### config.mk
export PLATFORM = sky130hd
export DESIGN_NAME = vedacao_multicanal
export DESIGN_NICKNAME = d
export VERILOG_FILES = /design/src/rtl/vedacao_pkg.sv /design/src/rtl/vedacao_canal.sv /design/src/rtl/vedacao_multicanal.sv
export SDC_FILE = /design/constraint.sdc
export NUM_CORES = 1
export LEC_CHECK = 0
export CELL_PAD_IN_SITES_DETAIL_PLACEMENT = 2
export CELL_PAD_IN_SITES_GLOBAL_PLACEMENT = 2
export CORE_MARGIN = 4
export CORE_UTILIZATION = 28
export CTS_CLUSTER_SIZE = 10
export DETAILED_ROUTE_END_ITERATION = 8
export HOLD_SLACK_MARGIN = 0.15
export PLACE_DENSITY = 0.84
export SLEW_MARGIN = 15
export SYNTH_ARGS = -nofsm -noshare
export SYNTH_HDL_FRONTEND = slang
export SYNTH_SLANG_ARGS = --single-unit
### constraint.sdc
create_clock -name CLOCK -period 3.5 [get_ports CLOCK]
set_input_delay 0.7 -clock CLOCK [delete_from_list [all_inputs] [get_ports CLOCK]]
set_output_delay 0.7 -clock CLOCK [all_outputs]
set_load 0.005 [all_outputs]
### src/rtl/vedacao_pkg.sv
// -----------------------------------------------------------------------------
// vedacao_pkg
// Shared definitions for the multi-channel bottle-sealing controller:
//   - estado_canal_t : per-channel sealing FSM state encoding
//   - LARG_CONTAGEM  : width of the optional completed/failed seal counters
//                      (present only when VEDACAO_CONTADOR_EN is defined)
//   - indice_rr / proximo_indice : round-robin index arithmetic
// -----------------------------------------------------------------------------
package vedacao_pkg;

    typedef enum logic [1:0] {
        ESPERA   = 2'd0,
        SOLICITA = 2'd1,
        VEDANDO  = 2'd2,
        VEDADA   = 2'd3
    } estado_canal_t;

    localparam int LARG_CONTAGEM = 16;

    // Channel index reached by stepping 'passo' positions from 'base' on a ring of n.
    function automatic int indice_rr(input int base, input int passo, input int n);
        return (base + passo) % n;
    endfunction

    // Pointer value after a grant to channel 'idx'.
    function automatic int proximo_indice(input int idx, input int n);
        return indice_rr(idx, 1, n);
    endfunction

endpackage

### src/rtl/vedacao_canal.sv
// -----------------------------------------------------------------------------
// vedacao_canal
// One sealing head: FSM ESPERA -> SOLICITA -> VEDANDO -> VEDADA plus seal timer.
// Ports:
//   CLOCK, RESET  : clock, synchronous active-high reset
//   CHEIA         : bottle at this head is full
//   PRESENTE      : bottle positioned at this head
//   CONCEDIDO     : cork grant from the arbiter (combinational, this cycle)
//   SOLICITA      : head is requesting a cork (state SOLICITA with bottle present)
//   VEDADA        : head in VEDADA (Moore)
//   FALHA         : registered one-cycle pulse when the bottle left during VEDANDO
//   CONCLUIU      : combinational, high in the cycle VEDANDO -> VEDADA is taken
// -----------------------------------------------------------------------------
module vedacao_canal
    import vedacao_pkg::*;
#(
    parameter int CICLOS_VEDACAO = 4
) (
    input  logic CLOCK,
    input  logic RESET,
    input  logic CHEIA,
    input  logic PRESENTE,
    input  logic CONCEDIDO,
    output logic SOLICITA,
    output logic VEDADA,
    output logic FALHA,
    output logic CONCLUIU
);

    localparam int LARG_TEMPO = (CICLOS_VEDACAO > 1) ? $clog2(CICLOS_VEDACAO) : 1;
    localparam logic [LARG_TEMPO-1:0] TEMPO_CARGA = LARG_TEMPO'(CICLOS_VEDACAO - 1);

    estado_canal_t         estado_q, estado_d;
    logic [LARG_TEMPO-1:0] tempo_q, tempo_d;
    logic                  falha_q, falha_d;
    logic                  concluiu;

    always_comb begin
        estado_d = estado_q;
        tempo_d  = tempo_q;
        falha_d  = 1'b0;
        concluiu = 1'b0;
        case (estado_q)
            vedacao_pkg::ESPERA: begin
                if (CHEIA && PRESENTE) estado_d = vedacao_pkg::SOLICITA;
            end
            vedacao_pkg::SOLICITA: begin
                if (!PRESENTE) begin
                    estado_d = vedacao_pkg::ESPERA;
                end else if (CONCEDIDO) begin
                    estado_d = vedacao_pkg::VEDANDO;
                    tempo_d  = TEMPO_CARGA;
                end
            end
            vedacao_pkg::VEDANDO: begin
                // Bottle removal beats timer expiry: a seal is only good if the
                // bottle stayed for the full duration.
                if (!PRESENTE) begin
                    estado_d = vedacao_pkg::ESPERA;
                    falha_d  = 1'b1;
                end else if (tempo_q == '0) begin
                    estado_d = vedacao_pkg::VEDADA;
                    concluiu = 1'b1;
                end else begin
                    tempo_d = tempo_q - 1'b1;
                end
            end
            vedacao_pkg::VEDADA: begin
                if (!PRESENTE) estado_d = vedacao_pkg::ESPERA;
            end
            default: estado_d = vedacao_pkg::ESPERA;
        endcase
    end

    always_ff @(posedge CLOCK) begin
        if (RESET) begin
            estado_q <= vedacao_pkg::ESPERA;
            falha_q  <= 1'b0;
        end else begin
            estado_q <= estado_d;
            falha_q  <= falha_d;
        end
    end

    // Timer is always loaded on entry to VEDANDO, so it needs no reset.
    always_ff @(posedge CLOCK) begin
        tempo_q <= tempo_d;
    end

    // A head whose bottle is leaving is not offered to the arbiter, so a cork is
    // never granted to a bottle that is about to disappear.
    assign SOLICITA = (estado_q == vedacao_pkg::SOLICITA) && PRESENTE;
    assign VEDADA   = (estado_q == vedacao_pkg::VEDADA);
    assign FALHA    = falha_q;
    assign CONCLUIU = concluiu;

endmodule

### src/rtl/vedacao_multicanal.sv
// -----------------------------------------------------------------------------
// vedacao_multicanal
// N-channel bottle-sealing controller with shared cork stock and round-robin
// cork arbiter.
// Ports:
//   CLOCK, RESET        : clock, synchronous active-high reset
//   GARRAFA_CHEIA[i]    : bottle at head i is full
//   GARRAFA_PRESENTE[i] : bottle positioned at head i
//   REABASTECE          : one-cycle refill strobe, adds QTD_REABASTECE corks
//   GARRAFA_VEDADA[i]   : head i has a sealed bottle
//   FALHA_VEDACAO[i]    : one-cycle pulse, bottle left head i mid-seal
//   DECREMENTA_ROLHA    : one-cycle pulse per cork grant
//   CANAL_CONCEDIDO     : granted head index, valid with DECREMENTA_ROLHA
//   ESTOQUE_ROLHAS      : current cork stock
//   ESTOQUE_BAIXO       : stock <= LIMIAR_BAIXO (registered)
//   ESTOQUE_VAZIO       : stock == 0 (registered)
// Optional (macro VEDACAO_CONTADOR_EN):
//   CONTAGEM_VEDADAS    : wrapping count of completed seals
//   CONTAGEM_FALHAS     : wrapping count of FALHA_VEDACAO pulses
// -----------------------------------------------------------------------------
module vedacao_multicanal
    import vedacao_pkg::*;
#(
    parameter int N_CANAIS        = 4,
    parameter int LARG_ESTOQUE    = 8,
    parameter int ESTOQUE_INICIAL = 100,
    parameter int CICLOS_VEDACAO  = 4,
    parameter int LIMIAR_BAIXO    = 10,
    localparam int LARG_IDX       = (N_CANAIS > 1) ? $clog2(N_CANAIS) : 1
) (
    input  logic                    CLOCK,
    input  logic                    RESET,
    input  logic [N_CANAIS-1:0]     GARRAFA_CHEIA,
    input  logic [N_CANAIS-1:0]     GARRAFA_PRESENTE,
    input  logic                    REABASTECE,
    input  logic [LARG_ESTOQUE-1:0] QTD_REABASTECE,
    output logic [N_CANAIS-1:0]     GARRAFA_VEDADA,
    output logic [N_CANAIS-1:0]     FALHA_VEDACAO,
    output logic                    DECREMENTA_ROLHA,
    output logic [LARG_IDX-1:0]     CANAL_CONCEDIDO,
    output logic [LARG_ESTOQUE-1:0] ESTOQUE_ROLHAS,
    output logic                    ESTOQUE_BAIXO,
    output logic                    ESTOQUE_VAZIO
`ifdef VEDACAO_CONTADOR_EN
    ,
    output logic [LARG_CONTAGEM-1:0] CONTAGEM_VEDADAS,
    output logic [LARG_CONTAGEM-1:0] CONTAGEM_FALHAS
`endif
);

    localparam logic [LARG_ESTOQUE-1:0] INICIAL_L = LARG_ESTOQUE'(ESTOQUE_INICIAL);
    localparam logic [LARG_ESTOQUE-1:0] LIMIAR_L  = LARG_ESTOQUE'(LIMIAR_BAIXO);

    function automatic logic [LARG_ESTOQUE-1:0] satura(input logic [LARG_ESTOQUE:0] v);
        return v[LARG_ESTOQUE] ? {LARG_ESTOQUE{1'b1}} : v[LARG_ESTOQUE-1:0];
    endfunction

    logic [N_CANAIS-1:0] solicita, vedada, falha, concluiu, concedido_vec;

    for (genvar i = 0; i < N_CANAIS; i++) begin : g_canal
        vedacao_canal #(
            .CICLOS_VEDACAO(CICLOS_VEDACAO)
        ) u_canal (
            .CLOCK    (CLOCK),
            .RESET    (RESET),
            .CHEIA    (GARRAFA_CHEIA[i]),
            .PRESENTE (GARRAFA_PRESENTE[i]),
            .CONCEDIDO(concedido_vec[i]),
            .SOLICITA (solicita[i]),
            .VEDADA   (vedada[i]),
            .FALHA    (falha[i]),
            .CONCLUIU (concluiu[i])
        );
    end

    logic [LARG_IDX-1:0]     ptr_q, ptr_d;
    logic [LARG_IDX-1:0]     cand, concede_idx;
    logic                    concede_vld;
    logic [LARG_ESTOQUE-1:0] estoque_q, estoque_d;
    logic [LARG_ESTOQUE:0]   soma;
    logic                    dec_q, dec_d;
    logic [LARG_IDX-1:0]     canal_q, canal_d;
    logic                    baixo_q, baixo_d, vazio_q, vazio_d;

    // Arbiter: first requesting head found walking the ring from ptr_q.
    always_comb begin
        concede_vld   = 1'b0;
        concede_idx   = '0;
        cand          = '0;
        concedido_vec = '0;
        if (estoque_q != '0) begin
            for (int k = 0; k < N_CANAIS; k++) begin
                cand = LARG_IDX'(indice_rr(int'(ptr_q), k, N_CANAIS));
                if (!concede_vld && solicita[cand]) begin
                    concede_vld = 1'b1;
                    concede_idx = cand;
                end
            end
        end
        if (concede_vld) concedido_vec[concede_idx] = 1'b1;
    end

    // Stock update: one extra bit holds refill overflow before saturation.
    always_comb begin
        ptr_d   = ptr_q;
        canal_d = canal_q;
        dec_d   = concede_vld;
        if (concede_vld) begin
            ptr_d   = LARG_IDX'(proximo_indice(int'(concede_idx), N_CANAIS));
            canal_d = concede_idx;
        end
        soma = {1'b0, estoque_q}
             - {{LARG_ESTOQUE{1'b0}}, concede_vld}
             + (REABASTECE ? {1'b0, QTD_REABASTECE} : {(LARG_ESTOQUE+1){1'b0}});
        estoque_d = satura(soma);
        baixo_d   = (estoque_d <= LIMIAR_L);
        vazio_d   = (estoque_d == '0);
    end

    always_ff @(posedge CLOCK) begin
        if (RESET) begin
            ptr_q     <= '0;
            canal_q   <= '0;
            dec_q     <= 1'b0;
            estoque_q <= INICIAL_L;
            baixo_q   <= (INICIAL_L <= LIMIAR_L);
            vazio_q   <= (INICIAL_L == '0);
        end else begin
            ptr_q     <= ptr_d;
            canal_q   <= canal_d;
            dec_q     <= dec_d;
            estoque_q <= estoque_d;
            baixo_q   <= baixo_d;
            vazio_q   <= vazio_d;
        end
    end

    assign GARRAFA_VEDADA   = vedada;
    assign FALHA_VEDACAO    = falha;
    assign DECREMENTA_ROLHA = dec_q;
    assign CANAL_CONCEDIDO  = canal_q;
    assign ESTOQUE_ROLHAS   = estoque_q;
    assign ESTOQUE_BAIXO    = baixo_q;
    assign ESTOQUE_VAZIO    = vazio_q;

`ifdef VEDACAO_CONTADOR_EN
    logic [LARG_CONTAGEM-1:0] cont_ved_q, cont_ved_d, cont_fal_q, cont_fal_d;

    // Completions are counted at the transition edge; failures are counted
    // from the registered pulse, so each visible FALHA_VEDACAO bit counts once.
    always_comb begin
        cont_ved_d = cont_ved_q;
        cont_fal_d = cont_fal_q;
        for (int i = 0; i < N_CANAIS; i++) begin
            cont_ved_d = cont_ved_d + LARG_CONTAGEM'(concluiu[i]);
            cont_fal_d = cont_fal_d + LARG_CONTAGEM'(falha[i]);
        end
    end

    always_ff @(posedge CLOCK) begin
        if (RESET) begin
            cont_ved_q <= '0;
            cont_fal_q <= '0;
        end else begin
            cont_ved_q <= cont_ved_d;
            cont_fal_q <= cont_fal_d;
        end
    end

    assign CONTAGEM_VEDADAS = cont_ved_q;
    assign CONTAGEM_FALHAS  = cont_fal_q;
`else
    logic unused_concluiu;
    assign unused_concluiu = ^concluiu;
`endif

endmodule

==> results of run 1 <==
[worst min-delay path by stage]
stage / from / end / slack [ns] / cells after the start
detailed placement: CANAL_CONCEDIDO[1] / CANAL_CONCEDIDO[1] / 0.46 / 2
CTS: CANAL_CONCEDIDO[1] / CANAL_CONCEDIDO[1] / 0.47 / 2
global placement: CANAL_CONCEDIDO[1] / CANAL_CONCEDIDO[1] / 0.45 / 2
floorplan: CANAL_CONCEDIDO[0] / CANAL_CONCEDIDO[0] / 0.45 / 2
finish: CANAL_CONCEDIDO[1] / CANAL_CONCEDIDO[1] / 0.46 / 2
global route: CANAL_CONCEDIDO[1] / CANAL_CONCEDIDO[1] / 0.49 / 2
[what timing repair did]
action                     4_1_cts  5_1_grt
buffers inserted                 1        1
setup endpoints to repair        9        6
resized for setup                8       11
pin swaps                        2        7
[Yosys cell counts (3+ instances only)]
library cell   n  share of area [%]
ha_1          24                 13
o21ai_0        9                1.9
nand2b_1      10                2.7
nor3_1         8                1.7
a21boi_0       4                1.3
a31oi_1        7                1.9
inv_1         40                6.4
xor2_1         4                1.5
mux2i_1        4                1.7
nand3b_1       4                1.3
nand2_1       28                4.5
clkbuf_1      10                1.6
a21oi_1       22                4.7
a211oi_1       5                1.6
dfxtp_1       27                 23
nor4_1         6                1.6
and2_1         6                1.6
nor2b_1        6                1.6
edfxtp_1       8                 10
a21o_1         3               0.96
nor2_1        15                2.4
buf_4          8                2.6
[report_power, final]
part	switching, uW	internal, uW
combinational	761	674
sequential	67.7	479
clock	155	159
[per-layer routing]
| metal | vias up | wire, microns | track usage [%] | part of all wire (%) |
|---|---|---|---|---|
| li1 | 1101 | - | - | - |
| met2 | 32 | 4190 | 29.8 | 54 |
| met3 | 10 | 215 | 2.73 | 2.7 |
| met4 | 0 | 119 | 4.83 | 1.5 |
| met5 | - | 0 | 0 | 0 |
| met1 | 1102 | 3310 | 17.1 | 42 |
[state kept, by name (all words and copies together) (netlist names)]
| register | cells |
|---|---|
| CANAL_CONCEDIDO | 2 |
| DECREMENTA_ROLHA | 1 |
| ESTOQUE_BAIXO | 1 |
| ESTOQUE_ROLHAS | 8 |
| ESTOQUE_VAZIO | 1 |
| g_canal.u_canal.FALHA | 4 |
| g_canal.u_canal.estado_q | 8 |
| g_canal.u_canal.tempo_q | 8 |
| ptr_q | 2 |
[area by class of cell]
type	instances	area, sq um
clock inverter	1	5.00
sequential	35	781
timing repair buffer	77	678
multi-input combinational	193	1400
tap	105	131
inverter	40	150
fill	959	4950
clock buffer	7	86.3
[stage by stage]
step | power [uW] | instances | setup WS [ns]
final | 2300 | 458 | 0.0700
after global routing | 2460 | 458 | -0.0256
after CTS | 2220 | 457 | 0.0313
after detailed placement | 1850 | 448 | -0.551
after global placement | 1760 | 448 | -0.348
after floorplan | 1270 | 287 | 0.0520
[kinds of logic (layout without fill, tap and decap cells)]
logic type / after synthesis / count (layout) / synth area share [%]
flops: 35 / 35 / 33.3
fa+ha+maj: 25 / 25 / 13.6
compound gates: 64 / 64 / 17.3
simple gates: 94 / 94 / 21.1
buf+inv: 59 / 125 / 10.8
mux: 4 / 4 / 1.71
xor+xnor: 6 / 6 / 2.24
[worst max-delay path, delay by kind of cell]
kind                     cells  cell delay (ns)
adder cells (fa/ha/maj)      3             0.81
buffers and inverters        4             0.61
AO/OA/AOI/OAI                4             0.88
AND/OR/NAND/NOR              4             0.65
==> flow_summary.yaml, run 1 <==
cts:
  h-tree-depth: 2
  clock_sink_count: 35
  cts.path.max_buffers: 2
  ctsRootBufferMaster: "clkbuf_8"
  worst_skew_pair.late_latency_ns: 0.30
  clk_pin_slew_worst_paths_ns: 0.08
  cts_hold_repair.buffers: 0
  cts_buffers: 5
  clock_tree_from_tritoncts: "built"
layout:
  commonest_non_fill_non_tap_cell_in_the_layout: "inv_1"
  final_core_util_pct: 39.5
  finalNetCount: 396
  final_cell_area_sq_mm: 0.00323
  final_layout_size_suffix_gt1_share_pct: 17.6
  syn2layout_area_growth_pct: 37.5
  antenna-diode-count: 0
  layout.cells.most_common_list: "inv_1, clkdlybuf4s50_1, buf_4"
global_route:
  global_route.usage.total_pct: 15.5
  antenna_found_initial: 0
  number_of_global_route_vias_before_repair: 2555
  grt_pass1_wl_microns: 12200
  pin_count_of_the_biggest_net_entering_global_routing: 25
  grt.overflow.total: 0
timing:
  worst_slew_margin_rel_pct: 68.6
  timing_max_transition_violations_final: 0
  final_period_minus_worst_setup_slack_ns: 3.43
  finalClockSkew_ns: 0.0121
  finalHoldViolations: 0
  setup_viol_count_final: 0
  slew_of_the_pin_with_the_lowest_slew_margin_ns: 0.467
  maxClockFrequency_mhz: 292
  min_period_over_period_pct: 98.0
  tns_ns: 0
  final.hold.worst_slack_ns: 0.462
floorplan:
  die_h_microns: 99.6
  die_x_microns: 99.6
  io_pins: 40
  initial_core_util_pct: 28.7
  placementRows: 33
  floorplan.die_area_sq_mm: 0.00991
  placeableCoreArea_sq_mm: 0.00818
critical_path:
  worst_ep_required_time_ns: 3.72
  worst_path_most_repeated_cell: "inv_1"
  timing.critical_path.to: "ESTOQUE_BAIXO"
  end_kind: "flip-flop"
  timing.rr.end: "ESTOQUE_BAIXO"
  crit_path_cell_trace: "clkdlybuf4s50_1, nand3b_1, nand2_2, o31ai_4, inv_1, ha_1, inv_1, ha_2, inv_1, fa_2, nand2b_4, a21oi_4, a221oi_2, a211o_1, nor4_2"
  critPathLaunchType: "input port"
  worst-r2r-cell-count: 14
  worstSetupStartpoint: "GARRAFA_PRESENTE[2]"
  path_max_fanout: 3
  rrSetupSlack_ns: 0.30
  worstSetupPathType: "in2reg"
  slowest_delay_ns: 0.42
  cpMaxStageDelayCell: "clkdlybuf4s50_1"
  rr_startpoint: "ESTOQUE_ROLHAS[7]"
  worstPathArrival_ns: 3.65
placement:
  portBuffers: 39
  hpwlAfterDp_microns: 5800
  routability_congestion_estimate_from_global_placement: 0.824
  dpl_cell_area_sq_mm: 0.00304
drt:
  drt_wl_total_microns: 7830
  routedWlPerCell_microns: 17.1
  routed-via-count: 2245
  drc: 0
  first_iter_violations: 50
  drtAntennaViolNets: 0
  dr.pass1.iters: 4
  routed_via_density: 4.90
synth:
  synth_area_per_cell_sq_um: 8.18
  proportion_of_register_bits_with_asynchronous_set_or_reset_after_synthesis_pct: 0
  synth_cell_type_count: 43
  yosysWarningCount: 0
  primary_flip_flop_cell_chosen_by_synthesis_mapping: "dfxtp_1"
  synth.net_count: 331
  post_synthesis_register_bit_count: 35
  synth_enable_flop_cells: 8
  post_synth_instance_area_sq_mm: 0.00235
  synth_instances: 287
  yosysSeqAreaShare_pct: 33.3
worst_hold_path:
  min_path_type: "reg2reg"
power:
  peakVddDrop_v: 0.000314
  power.density_cell_area_mw_per_mm2: 711
  power_leakage_uw: 0.00141
flow_run:
  max_cap_viol_count: 0
outcome:
  outcome: "finished, final reports clean"
(Power assumes the default switching activity.)
==> run 2: changes to the inputs <==
Settings changed: CORE_UTILIZATION 28 to 31, PLACE_DENSITY 0.84 to 0.91.
Clock period 3.5 ns to 3.56 ns, I/O delays scaled along.
==> flow_summary.yaml, run 2 (synthesized netlist as in run 1, its figures left out) <==
outcome:
  outcome: "finished, final reports clean"
timing:
  finalHoldViolations: 0
  setup_viol_count_final: 0
  worst_slew_margin_rel_pct: 63.6
  finalClockSkew_ns: 0.00861
  final.hold.worst_slack_ns: 0.459
  slew_of_the_pin_with_the_lowest_slew_margin_ns: 0.545
  min_period_over_period_pct: 96.7
  final_period_minus_worst_setup_slack_ns: 3.44
  maxClockFrequency_mhz: 290
  timing_max_transition_violations_final: 0
power:
  cell_internal_pwr_uw: 1280
  total_switching_power_uw: 1020
  power_frac_seq_pct: 23.8
  power_leakage_uw: 0.00141
  power.share.combinational_pct: 63.0
  fin_total_pwr_uw: 2300
  power.density_cell_area_mw_per_mm2: 717
  power.switching_fraction_pct: 44.4
  clock_power_share_pct: 13.2
  peakVddDrop_v: 0.000394
placement:
  routability_congestion_estimate_from_global_placement: 0.790
  portBuffers: 39
  hpwlAfterDp_microns: 6010
layout:
  final_layout_size_suffix_gt1_share_pct: 17.0
  commonest_non_fill_non_tap_cell_in_the_layout: "inv_1"
  layout.cells.most_common_list: "inv_1, clkdlybuf4s50_1, buf_4"
  syn2layout_area_growth_pct: 36.7
  antenna-diode-count: 0
  finalNetCount: 390
global_route:
  global_route.usage.total_pct: 18.9
  grt.overflow.total: 0
  grt_pass1_wl_microns: 13200
  number_of_global_route_vias_before_repair: 2580
  antenna_found_initial: 0
  pin_count_of_the_biggest_net_entering_global_routing: 14
drt:
  routed_via_density: 5.10
  dr.pass1.iters: 4
  drt_wl_total_microns: 8220
  routed-via-count: 2275
  drc: 0
  routedWlPerCell_microns: 18.4
  drtAntennaViolNets: 0
  first_iter_violations: 64
critical_path:
  critPathLaunchType: "input port"
  slowest_delay_ns: 0.42
  path_max_fanout: 3
  end_kind: "flip-flop"
  worst_ep_required_time_ns: 3.76
  crit_path_cell_trace: "clkdlybuf4s50_1, and3b_1, o31ai_4, inv_1, ha_1, inv_1, ha_2, inv_1, fa_2, nand2b_4, a21oi_4, a221oi_2, a211o_1, nor4_2"
  worst_path_most_repeated_cell: "inv_1"
  critical-path-top-delay-family: "compound AO/OA/AOI/OAI gates"
  worstSetupPathType: "in2reg"
  cpMaxStageDelayCell: "clkdlybuf4s50_1"
  worstPathBufferInverterCount: 4
  worstPathArrival_ns: 3.64
cts:
  clock_tree_from_tritoncts: "built"
  clock_sink_count: 35
  ctsRootBufferMaster: "clkbuf_8"
  cts.path.max_buffers: 2
  cts_buffers: 5
  clk_pin_slew_worst_paths_ns: 0.07
  worst_skew_pair.late_latency_ns: 0.29
  h-tree-depth: 2
flow_run:
  max_cap_viol_count: 0
floorplan:
  initial_core_util_pct: 32.2
  io_pins: 40
  placementRows: 31
  floorplan.die_area_sq_mm: 0.00903
  die_h_microns: 95.0
  die_x_microns: 95.0
  placeableCoreArea_sq_mm: 0.00729
worst_hold_path:
  min_path_type: "reg2reg"
[run 2: changes by cell type in the layout (fill, tap and decap cells not counted), sizes merged]
cell	previous run	this run
buf	38	32
clkdlybuf4s50	38	36
dlymetal6s2s	1	3
[run 2: worst min-delay path: stages, from the launching register on]
cell	delay [ns]
dfxtp_1	0.31
nand2_1	0.05
a21oi_1	0.05
[run 2: final timing paths]
kind,from,endpoint,slack (ns),cells past startpoint
worst max-delay path,GARRAFA_PRESENTE[1],ESTOQUE_VAZIO,0.12,14
worst min-delay path,CANAL_CONCEDIDO[1],CANAL_CONCEDIDO[1],0.46,2
worst max register to register,ESTOQUE_ROLHAS[3],ESTOQUE_VAZIO,0.32,15
worst min register to register,CANAL_CONCEDIDO[1],CANAL_CONCEDIDO[1],0.46,2
[run 2: metrics by stage]
| step | setup TNS [ns] | worst slack (ns) | instances | instance area [sq um] | utilization (%) |
|---|---|---|---|---|---|
| after global routing | -0.0623 | -0.0623 | 446 | 3210 | 44.0 |
| after global placement | -2.20 | -0.327 | 431 | 2950 | 40.4 |
| after floorplan | 0 | 0.100 | 287 | 2350 | - |
| final | 0 | 0.116 | 446 | 3210 | 44.0 |
| after detailed placement | -5.80 | -0.682 | 431 | 2950 | 40.4 |
| after CTS | 0 | 0.00276 | 442 | 3110 | 42.6 |
[run 2: repair_timing]
| action | 4_1_cts | 5_1_grt |
|---|---|---|
| setup buffers | 3 | 4 |
| hold buffers | 0 | 0 |
| gates resized for setup | 8 | 19 |
| pin swaps | 4 | 11 |
| setup endpoints to repair | 10 | 16 |
[run 2: metal layers]
layer	GRT usage (%)	up-vias	share of wire [%]
met3	2.45	14	2.1
met2	38.5	36	56
met5	0	-	0
li1	-	1089	-
met4	4.45	0	2.1
met1	20.3	1136	40
[run 2: power groups by stage]
| stage | clock (uW) | sequential [uW] | combinational (uW) |
|---|---|---|---|
| after floorplan | 0 | 518 | 727 |
| after global routing | 327 | 556 | 1570 |
| after detailed placement | 0 | 550 | 1200 |
| after CTS | 308 | 545 | 1280 |
| after global placement | 0 | 544 | 1100 |
| final | 304 | 547 | 1450 |
[run 2: layout make-up]
cell class	count	area (sq um)
multi-input combinational	193	1420
fill	814	4080
clock inverter	1	5.00
clock buffer	7	86.3
sequential	35	781
tap	99	124
inverter	40	150
timing repair buffer	71	638
